### src/rtl/key_pkg.sv
// Purpose : shared types and constants for the pushbutton conditioner.
// Latency : n/a (types, constants and a width helper only).
// Backpress: n/a.
//
// Contents:
//   key_state_t - per-channel debounce/hold state.
//   K_*         - key channel index of each washer button.
//   cnt_width() - bit width of a counter running 0..terminal-1.
package key_pkg;

   typedef enum logic [2:0] {
      IDLE         = 3'd0,
      PRESS_WAIT   = 3'd1,
      HELD         = 3'd2,
      REPEAT       = 3'd3,
      RELEASE_WAIT = 3'd4
   } key_state_t;

   localparam int K_POWER = 0;
   localparam int K_STOP  = 1;
   localparam int K_SETM  = 2;
   localparam int K_SETW  = 3;

   // A counter that stops at terminal-1 needs $clog2(terminal) bits; keep
   // at least one bit so a terminal of 1 still yields a legal vector.
   function automatic int cnt_width(input int terminal);
      return (terminal <= 1) ? 1 : $clog2(terminal);
   endfunction

endpackage

### src/rtl/key_conditioner_if.sv
// Purpose : bundle of raw key pins and conditioned key events.
// Latency : n/a (wiring only).
// Backpress: none; all event signals are single-cycle pulses, no handshake.
//
// Signals:
//   key_raw     - raw pin levels into the conditioner (asynchronous).
//   key_level   - debounced pressed level per key.
//   key_press   - 1-cycle pulse on accepted press.
//   key_release - 1-cycle pulse on accepted release.
//   key_long    - 1-cycle pulse when a key has been held the long-press time.
//   key_rep     - 1-cycle auto-repeat pulse after key_long while held.
//   key_any     - OR of key_press, aligned with it.
// Modports: master = conditioner side, slave = pin driver / consumer side.
interface key_conditioner_if #(
   parameter int N_KEYS = 4
);

   logic [N_KEYS-1:0] key_raw;
   logic [N_KEYS-1:0] key_level;
   logic [N_KEYS-1:0] key_press;
   logic [N_KEYS-1:0] key_release;
   logic [N_KEYS-1:0] key_long;
   logic [N_KEYS-1:0] key_rep;
   logic              key_any;

   modport master (
      input  key_raw,
      output key_level,
      output key_press,
      output key_release,
      output key_long,
      output key_rep,
      output key_any
   );

   modport slave (
      output key_raw,
      input  key_level,
      input  key_press,
      input  key_release,
      input  key_long,
      input  key_rep,
      input  key_any
   );

endinterface

### src/rtl/key_channel.sv
// Purpose : one key - polarity, 2-flop synchroniser, debounce FSM, long/repeat timing.
// Latency : pin to sync 2 CLK; accept after DEB_MS ticks; all outputs registered.
// Backpress: none; pulses are fire-and-forget, exactly 1 CLK wide.
//
// Ports:
//   CLK, CLR     - clock, asynchronous active-high reset.
//   i_raw        - raw pin level (asynchronous).
//   i_tick       - shared 1 ms timebase strobe, 1 CLK wide.
//   o_level      - debounced pressed level.
//   o_press      - press pulse (registered).
//   o_press_nxt  - next-cycle value of o_press, so the top can register key_any in step.
//   o_release    - release pulse.
//   o_long       - long-press pulse.
//   o_rep        - auto-repeat pulse.
module key_channel
   import key_pkg::*;
#(
   parameter int DEB_MS      = 20,
   parameter int LONG_MS     = 1000,
   parameter int REP_MS      = 200,
   parameter bit ACTIVE_HIGH = 1'b1
) (
   input  logic CLK,
   input  logic CLR,
   input  logic i_raw,
   input  logic i_tick,
   output logic o_level,
   output logic o_press,
   output logic o_press_nxt,
   output logic o_release,
   output logic o_long,
   output logic o_rep
);

   localparam int DW = cnt_width(DEB_MS);
   localparam int HW = cnt_width(LONG_MS);
   localparam int RW = cnt_width(REP_MS);

   localparam logic [DW-1:0] DEB_LAST  = DW'(DEB_MS - 1);
   localparam logic [HW-1:0] LONG_LAST = HW'(LONG_MS - 1);
   localparam logic [RW-1:0] REP_LAST  = RW'(REP_MS - 1);

   // Polarity is normalised before synchronising, so the flops reset to
   // 0 which is always the released level.
   logic w_pol;
   logic r_sync1;
   logic r_sync2;

   assign w_pol = ACTIVE_HIGH ? i_raw : ~i_raw;

   always_ff @(posedge CLK or posedge CLR) begin
      if (CLR) begin
         r_sync1 <= 1'b0;
         r_sync2 <= 1'b0;
      end else begin
         r_sync1 <= w_pol;
         r_sync2 <= r_sync1;
      end
   end

   key_state_t      r_state, w_state;
   key_state_t      r_ret,   w_ret;      // state to resume if a release turns out to be a glitch
   logic [DW-1:0]   r_deb,   w_deb;
   logic [HW-1:0]   r_hold,  w_hold;
   logic [RW-1:0]   r_rcnt,  w_rcnt;
   logic            r_level, w_level;
   logic            r_press, w_press;
   logic            r_rel,   w_rel;
   logic            r_long,  w_long;
   logic            r_rep,   w_rep;

   always_ff @(posedge CLK or posedge CLR) begin
      if (CLR) begin
         r_state <= IDLE;
         r_ret   <= HELD;
         r_deb   <= '0;
         r_hold  <= '0;
         r_rcnt  <= '0;
         r_level <= 1'b0;
         r_press <= 1'b0;
         r_rel   <= 1'b0;
         r_long  <= 1'b0;
         r_rep   <= 1'b0;
      end else begin
         r_state <= w_state;
         r_ret   <= w_ret;
         r_deb   <= w_deb;
         r_hold  <= w_hold;
         r_rcnt  <= w_rcnt;
         r_level <= w_level;
         r_press <= w_press;
         r_rel   <= w_rel;
         r_long  <= w_long;
         r_rep   <= w_rep;
      end
   end

   // A low sync level takes priority over a coincident tick in HELD and
   // REPEAT: that tick is not counted, so hold/repeat time only accrues
   // while the key is seen pressed.
   always_comb begin
      w_state = r_state;
      w_ret   = r_ret;
      w_deb   = r_deb;
      w_hold  = r_hold;
      w_rcnt  = r_rcnt;
      w_level = r_level;
      w_press = 1'b0;
      w_rel   = 1'b0;
      w_long  = 1'b0;
      w_rep   = 1'b0;

      case (r_state)
         IDLE: begin
            if (r_sync2) begin
               w_state = PRESS_WAIT;
               w_deb   = '0;
            end
         end

         PRESS_WAIT: begin
            if (!r_sync2) begin
               w_state = IDLE;
               w_deb   = '0;
            end else if (i_tick) begin
               if (r_deb == DEB_LAST) begin
                  w_state = HELD;
                  w_level = 1'b1;
                  w_press = 1'b1;
                  w_hold  = '0;
                  w_rcnt  = '0;
               end else begin
                  w_deb = r_deb + DW'(1);
               end
            end
         end

         HELD: begin
            if (!r_sync2) begin
               w_state = RELEASE_WAIT;
               w_ret   = HELD;
               w_deb   = '0;
            end else if (i_tick) begin
               if (r_hold == LONG_LAST) begin
                  w_state = REPEAT;
                  w_long  = 1'b1;
                  w_rcnt  = '0;
               end else begin
                  w_hold = r_hold + HW'(1);
               end
            end
         end

         REPEAT: begin
            if (!r_sync2) begin
               w_state = RELEASE_WAIT;
               w_ret   = REPEAT;
               w_deb   = '0;
            end else if (i_tick) begin
               if (r_rcnt == REP_LAST) begin
                  w_rep  = 1'b1;
                  w_rcnt = '0;
               end else begin
                  w_rcnt = r_rcnt + RW'(1);
               end
            end
         end

         RELEASE_WAIT: begin
            // hold/repeat counters are left untouched here so a short
            // dropout resumes timing exactly where it stopped.
            if (r_sync2) begin
               w_state = r_ret;
            end else if (i_tick) begin
               if (r_deb == DEB_LAST) begin
                  w_state = IDLE;
                  w_level = 1'b0;
                  w_rel   = 1'b1;
               end else begin
                  w_deb = r_deb + DW'(1);
               end
            end
         end

         default: begin
            w_state = IDLE;
            w_level = 1'b0;
         end
      endcase
   end

   assign o_level     = r_level;
   assign o_press     = r_press;
   assign o_press_nxt = w_press;
   assign o_release   = r_rel;
   assign o_long      = r_long;
   assign o_rep       = r_rep;

endmodule

### src/rtl/key_conditioner.sv
// Purpose : conditions N_KEYS washer pushbuttons into clean levels and event pulses.
// Latency : pin to sync 2 CLK; press/release accepted after DEB_MS-1..DEB_MS ms; outputs registered.
// Backpress: none; consumers must take every 1-CLK pulse as it occurs.
//
// Ports:
//   CLK  - system clock.
//   CLR  - asynchronous active-high reset.
//   keys - key_conditioner_if.master: key_raw in; key_level/press/release/long/rep/any out.
module key_conditioner
   import key_pkg::*;
#(
   parameter int N_KEYS      = 4,
   parameter int TICK_DIV    = 50000,
   parameter int DEB_MS      = 20,
   parameter int LONG_MS     = 1000,
   parameter int REP_MS      = 200,
   parameter bit ACTIVE_HIGH = 1'b1
) (
   input  logic                  CLK,
   input  logic                  CLR,
   key_conditioner_if.master     keys
);

   localparam int PW = cnt_width(TICK_DIV);
   localparam logic [PW-1:0] TICK_LAST = PW'(TICK_DIV - 1);

   // Shared 1 ms prescaler; every channel steps its counters on the same
   // tick so one divider serves all keys.
   logic [PW-1:0] r_pre;
   logic          w_tick;

   assign w_tick = (r_pre == TICK_LAST);

   always_ff @(posedge CLK or posedge CLR) begin
      if (CLR) begin
         r_pre <= '0;
      end else if (w_tick) begin
         r_pre <= '0;
      end else begin
         r_pre <= r_pre + PW'(1);
      end
   end

   logic [N_KEYS-1:0] w_level;
   logic [N_KEYS-1:0] w_press;
   logic [N_KEYS-1:0] w_press_nxt;
   logic [N_KEYS-1:0] w_rel;
   logic [N_KEYS-1:0] w_long;
   logic [N_KEYS-1:0] w_rep;

   for (genvar g = 0; g < N_KEYS; g++) begin : g_ch
      key_channel #(
         .DEB_MS      (DEB_MS),
         .LONG_MS     (LONG_MS),
         .REP_MS      (REP_MS),
         .ACTIVE_HIGH (ACTIVE_HIGH)
      ) u_ch (
         .CLK         (CLK),
         .CLR         (CLR),
         .i_raw       (keys.key_raw[g]),
         .i_tick      (w_tick),
         .o_level     (w_level[g]),
         .o_press     (w_press[g]),
         .o_press_nxt (w_press_nxt[g]),
         .o_release   (w_rel[g]),
         .o_long      (w_long[g]),
         .o_rep       (w_rep[g])
      );
   end

   // key_any is built from the channels' next-press values so it lands in
   // the same cycle as key_press; simultaneous presses merge into one pulse.
   logic r_any;

   always_ff @(posedge CLK or posedge CLR) begin
      if (CLR) begin
         r_any <= 1'b0;
      end else begin
         r_any <= |w_press_nxt;
      end
   end

   assign keys.key_level   = w_level;
   assign keys.key_press   = w_press;
   assign keys.key_release = w_rel;
   assign keys.key_long    = w_long;
   assign keys.key_rep     = w_rep;
   assign keys.key_any     = r_any;

endmodule

### src/flat_wrapper.sv
// flat-port wrapper written by rule: the top's interface ports become plain ports
module key_conditioner_flat import key_pkg::*;
#(
   parameter int N_KEYS      = 4,
   parameter int TICK_DIV    = 50000,
   parameter int DEB_MS      = 20,
   parameter int LONG_MS     = 1000,
   parameter int REP_MS      = 200,
   parameter bit ACTIVE_HIGH = 1'b1
)
  (CLK, CLR, keys_key_raw, keys_key_level, keys_key_press, keys_key_release, keys_key_long, keys_key_rep, keys_key_any);
  key_conditioner_if #(.N_KEYS(N_KEYS)) keys_i ();
  input  logic CLK;
  input  logic CLR;
  input wire logic [$bits(keys_i.key_raw)-1:0] keys_key_raw;
  output wire logic [$bits(keys_i.key_level)-1:0] keys_key_level;
  output wire logic [$bits(keys_i.key_press)-1:0] keys_key_press;
  output wire logic [$bits(keys_i.key_release)-1:0] keys_key_release;
  output wire logic [$bits(keys_i.key_long)-1:0] keys_key_long;
  output wire logic [$bits(keys_i.key_rep)-1:0] keys_key_rep;
  output wire logic [$bits(keys_i.key_any)-1:0] keys_key_any;
  assign keys_i.key_raw = keys_key_raw;
  assign keys_key_level = keys_i.key_level;
  assign keys_key_press = keys_i.key_press;
  assign keys_key_release = keys_i.key_release;
  assign keys_key_long = keys_i.key_long;
  assign keys_key_rep = keys_i.key_rep;
  assign keys_key_any = keys_i.key_any;
  key_conditioner #(.N_KEYS(N_KEYS), .TICK_DIV(TICK_DIV), .DEB_MS(DEB_MS), .LONG_MS(LONG_MS), .REP_MS(REP_MS), .ACTIVE_HIGH(ACTIVE_HIGH)) u_core (.CLK(CLK), .CLR(CLR), .keys(keys_i));
endmodule
### config.mk
export PLATFORM = sky130hd
export DESIGN_NAME = key_conditioner_flat
export DESIGN_NICKNAME = d
export VERILOG_FILES = /design/src/rtl/key_pkg.sv /design/src/rtl/key_conditioner_if.sv /design/src/rtl/key_channel.sv /design/src/rtl/key_conditioner.sv /design/src/flat_wrapper.sv
export SDC_FILE = /design/constraint.sdc
export NUM_CORES = 1
export LEC_CHECK = 0
export CORE_MARGIN = 8
export CORE_UTILIZATION = 50
export DETAILED_ROUTE_END_ITERATION = 10
export HOLD_SLACK_MARGIN = 0.15
export PLACE_DENSITY = 0.67
export RECOVER_POWER = 100
export SLEW_MARGIN = 20
export SYNTH_ARGS = -nofsm -noshare
export SYNTH_HDL_FRONTEND = slang
export SYNTH_SLANG_ARGS = --single-unit
### constraint.sdc
create_clock -name CLK -period 5.9 [get_ports CLK]
set_clock_uncertainty 0.05 [all_clocks]
set_input_delay 1.18 -clock CLK [delete_from_list [all_inputs] [get_ports CLK]]
set_output_delay 1.18 -clock CLK [all_outputs]
set_load 0.005 [all_outputs]
==> results.cfg <==
[global_routing]
gr-usage-all-layers_pct = 16.3
grt_pass1_wl_um = 29500
grt_max_degree = 77
grt_pass1_vias = 6202
grt_antenna_before_repair = 0
gr-total-overflow = 0

[synth]
yosysWarnings = 0
yosys.area.top_type = dfrtp_1
synth_area_leaders = dfrtp_1, o21ai_0, nor2_1
synthCells = 901
synth_edf_count = 0
synth.most_common_cell = dfrtp_1
synth_nets = 920
async_reset_ff_share_pct = 100
ys_seq_area_share_pct = 45.8
synth_common_cells = dfrtp_1, nor2_1, o21ai_0
syn_area_per_cell_um2 = 9.28
ys_types = 76
ys.flop_type = dfrtp_1
synth_area_mm2 = 0.00836
ys_ff_latch = 153
synth_top_cell_area_share_pct = 45.8

[final_layout]
drive_above_1_share_pct = 6.08
final_area_mm2 = 0.00915
regArea_mm2 = 0.00383
area_growth_pct = 9.46
multi_input_area_mm2 = 0.00411
finish.net_count = 910
antennaDiodeCount = 0
n_fill_cell = 1456

[timing]
tightestPinTransition_ps = 3380
clock.fmax_mhz = 236
timing.setup.tns_ps = 0
timing.final.crit_share_pct = 71.8
rsz0062_at_grt = no
max-slew-margin-rel_pct = -127
finalSetupViolCount = 0
layout_min_cycle_time_ps = 4240
drv_slew = 77
hold-worst-slack_ps = 305
hold_viol = 0

[floorplanning]
dieArea_mm2 = 0.0211
num_io_pins = 27
start_util_pct = 50.8
die_w_um = 145
core_area_mm2 = 0.0165
die_y_um = 145
num_rows = 47

[setup_path]
worstSetupEndpointType = flop
cp.required_ps = 6190
critPathKind = flop to flop
startpoint_type = flop
arrival_ps = 4530
crit_fanout = 30

[clocking]
cts_sinks = 153
cts_made_buffers = 17
clock_latency_ps = 420
cts_tree = built
clockBufferDepth = 2
postCtsSetupRepairBufs = 0
clkTransAtPathRegs_ps = 60
post_cts_resized = 0
hold_buffers = 0
cts_root_buf = clkbuf_16
htreeDepth = 4

[power]
peakVddDrop_mv = 0.192
leakage_nw = 3.93
p_per_area_mw_per_mm2 = 280

[route]
vias = 6568
vias_per_cell = 5.84
routedWlPerCell_um = 15.1
first_pass_iters = 5
drcViolationCount = 0
drtIter0Drc = 518
wl_um = 17000
ant_nets = 0

[place]
detailed_place.area_mm2 = 0.00863
portBuffers = 26
hpwl_um = 11300
gp_congestion = 0.795

[run]
max_cap_violations = 1

[status]
outcome = finished with violations
violations = capacitance limit, slew limit

[hold_path]
hold_class = flop to flop
==> where the power goes <==
part	switching (mW)	internal (mW)
clock	0.431	0.599
sequential	0.103	1.08
combinational	0.201	0.146
total	0.735	1.83
==> cell usage in the layout (no fill, tap or decap), types with 21 or more instances in the layout <==
cell	synthesis	final
nor3_1	26	26
dfrtp_1	153	153
and3_1	21	21
nand2b_1	20	21
o21ai_0	72	78
inv_1	23	22
dlygate4sd3_1	0	26
nor2_1	79	79
nand3_1	40	40
nand2_1	67	67
a21oi_1	41	41
o31ai_1	35	36
==> worst paths after layout <==
kind                                              from                       endpoint  slack, ps  cells after the start
setup / recovery                       u_core.r_pre[0]  u_core.g_ch[1].u_ch.r_hold[7]       1660                      7
hold / removal             u_core.g_ch[0].u_ch.r_sync1    u_core.g_ch[0].u_ch.r_sync2        310                      0
setup reg to reg                       u_core.r_pre[0]  u_core.g_ch[1].u_ch.r_hold[7]       1660                      7
hold reg to reg            u_core.g_ch[0].u_ch.r_sync1    u_core.g_ch[0].u_ch.r_sync2        310                      0
max in group asynchronous                          CLR  u_core.g_ch[3].u_ch.r_rcnt[6]       1990                      3
min in group asynchronous                          CLR   u_core.g_ch[0].u_ch.r_ret[0]       2160                      2
==> layer usage <==
metal	wire length, µm	vias to the layer above	global-route usage, %
met3	446	14	3.89
met1	8300	3192	21.6
met4	198	0	4.89
met2	8030	75	26.0
met5	0	-	0
li1	-	3287	-
==> registers in the layout, indices dropped and copies added, names as in the netlist, 12 cells and up <==
signal	flops
u_core.g_ch.u_ch.r_hold	40
u_core.g_ch.u_ch.r_rcnt	32
u_core.g_ch.u_ch.r_deb	20
u_core.r_pre	16
u_core.g_ch.u_ch.r_state	12
==> per-stage QoR <==
step,power (mW),utilization (%),worst slack [ps],cells
after global placement,1.55,52.4,3040,1092
after floorplan,1.48,-,549,901
final,2.56,55.6,1660,1124
after detailed placement,1.55,52.4,2950,1092
after global routing,2.70,55.6,1370,1124
after CTS,2.59,55.8,2950,1124
==> cells by family (layout without fill, tap and decap cells) <==
group	Yosys count	count (layout)	synth area share, %
AOI/OAI and AO/OA	240	240	18.4
xor gates and xnor gates	23	23	2.41
muxes	12	12	1.53
and+or+nand+nor	377	377	25.2
DFF	153	153	45.8
adders and majority gates	13	13	1.95
buffers and inverters	83	86	4.79
==> worst max-delay path: stages (launching register included) <==
cell,delay (ps)
dfrtp_1,370
ha_1,250
nand3_1,140
and4b_1,650
clkbuf_1,1050
o211ai_1,810
or4_1,700
a21oi_1,150
==> final cells by class <==
| type | instances | area share [%] |
|---|---|---|
| multi-input cells | 665 | 44.9 |
| flip-flops and latches | 153 | 41.8 |
| well taps | 220 | 3.01 |
| inverters | 23 | 0.957 |
| repair buffers | 31 | 3.21 |
| clock buffers | 20 | 4.99 |
| clock inverters | 12 | 1.11 |
Power figures use the tool's default switching activity.
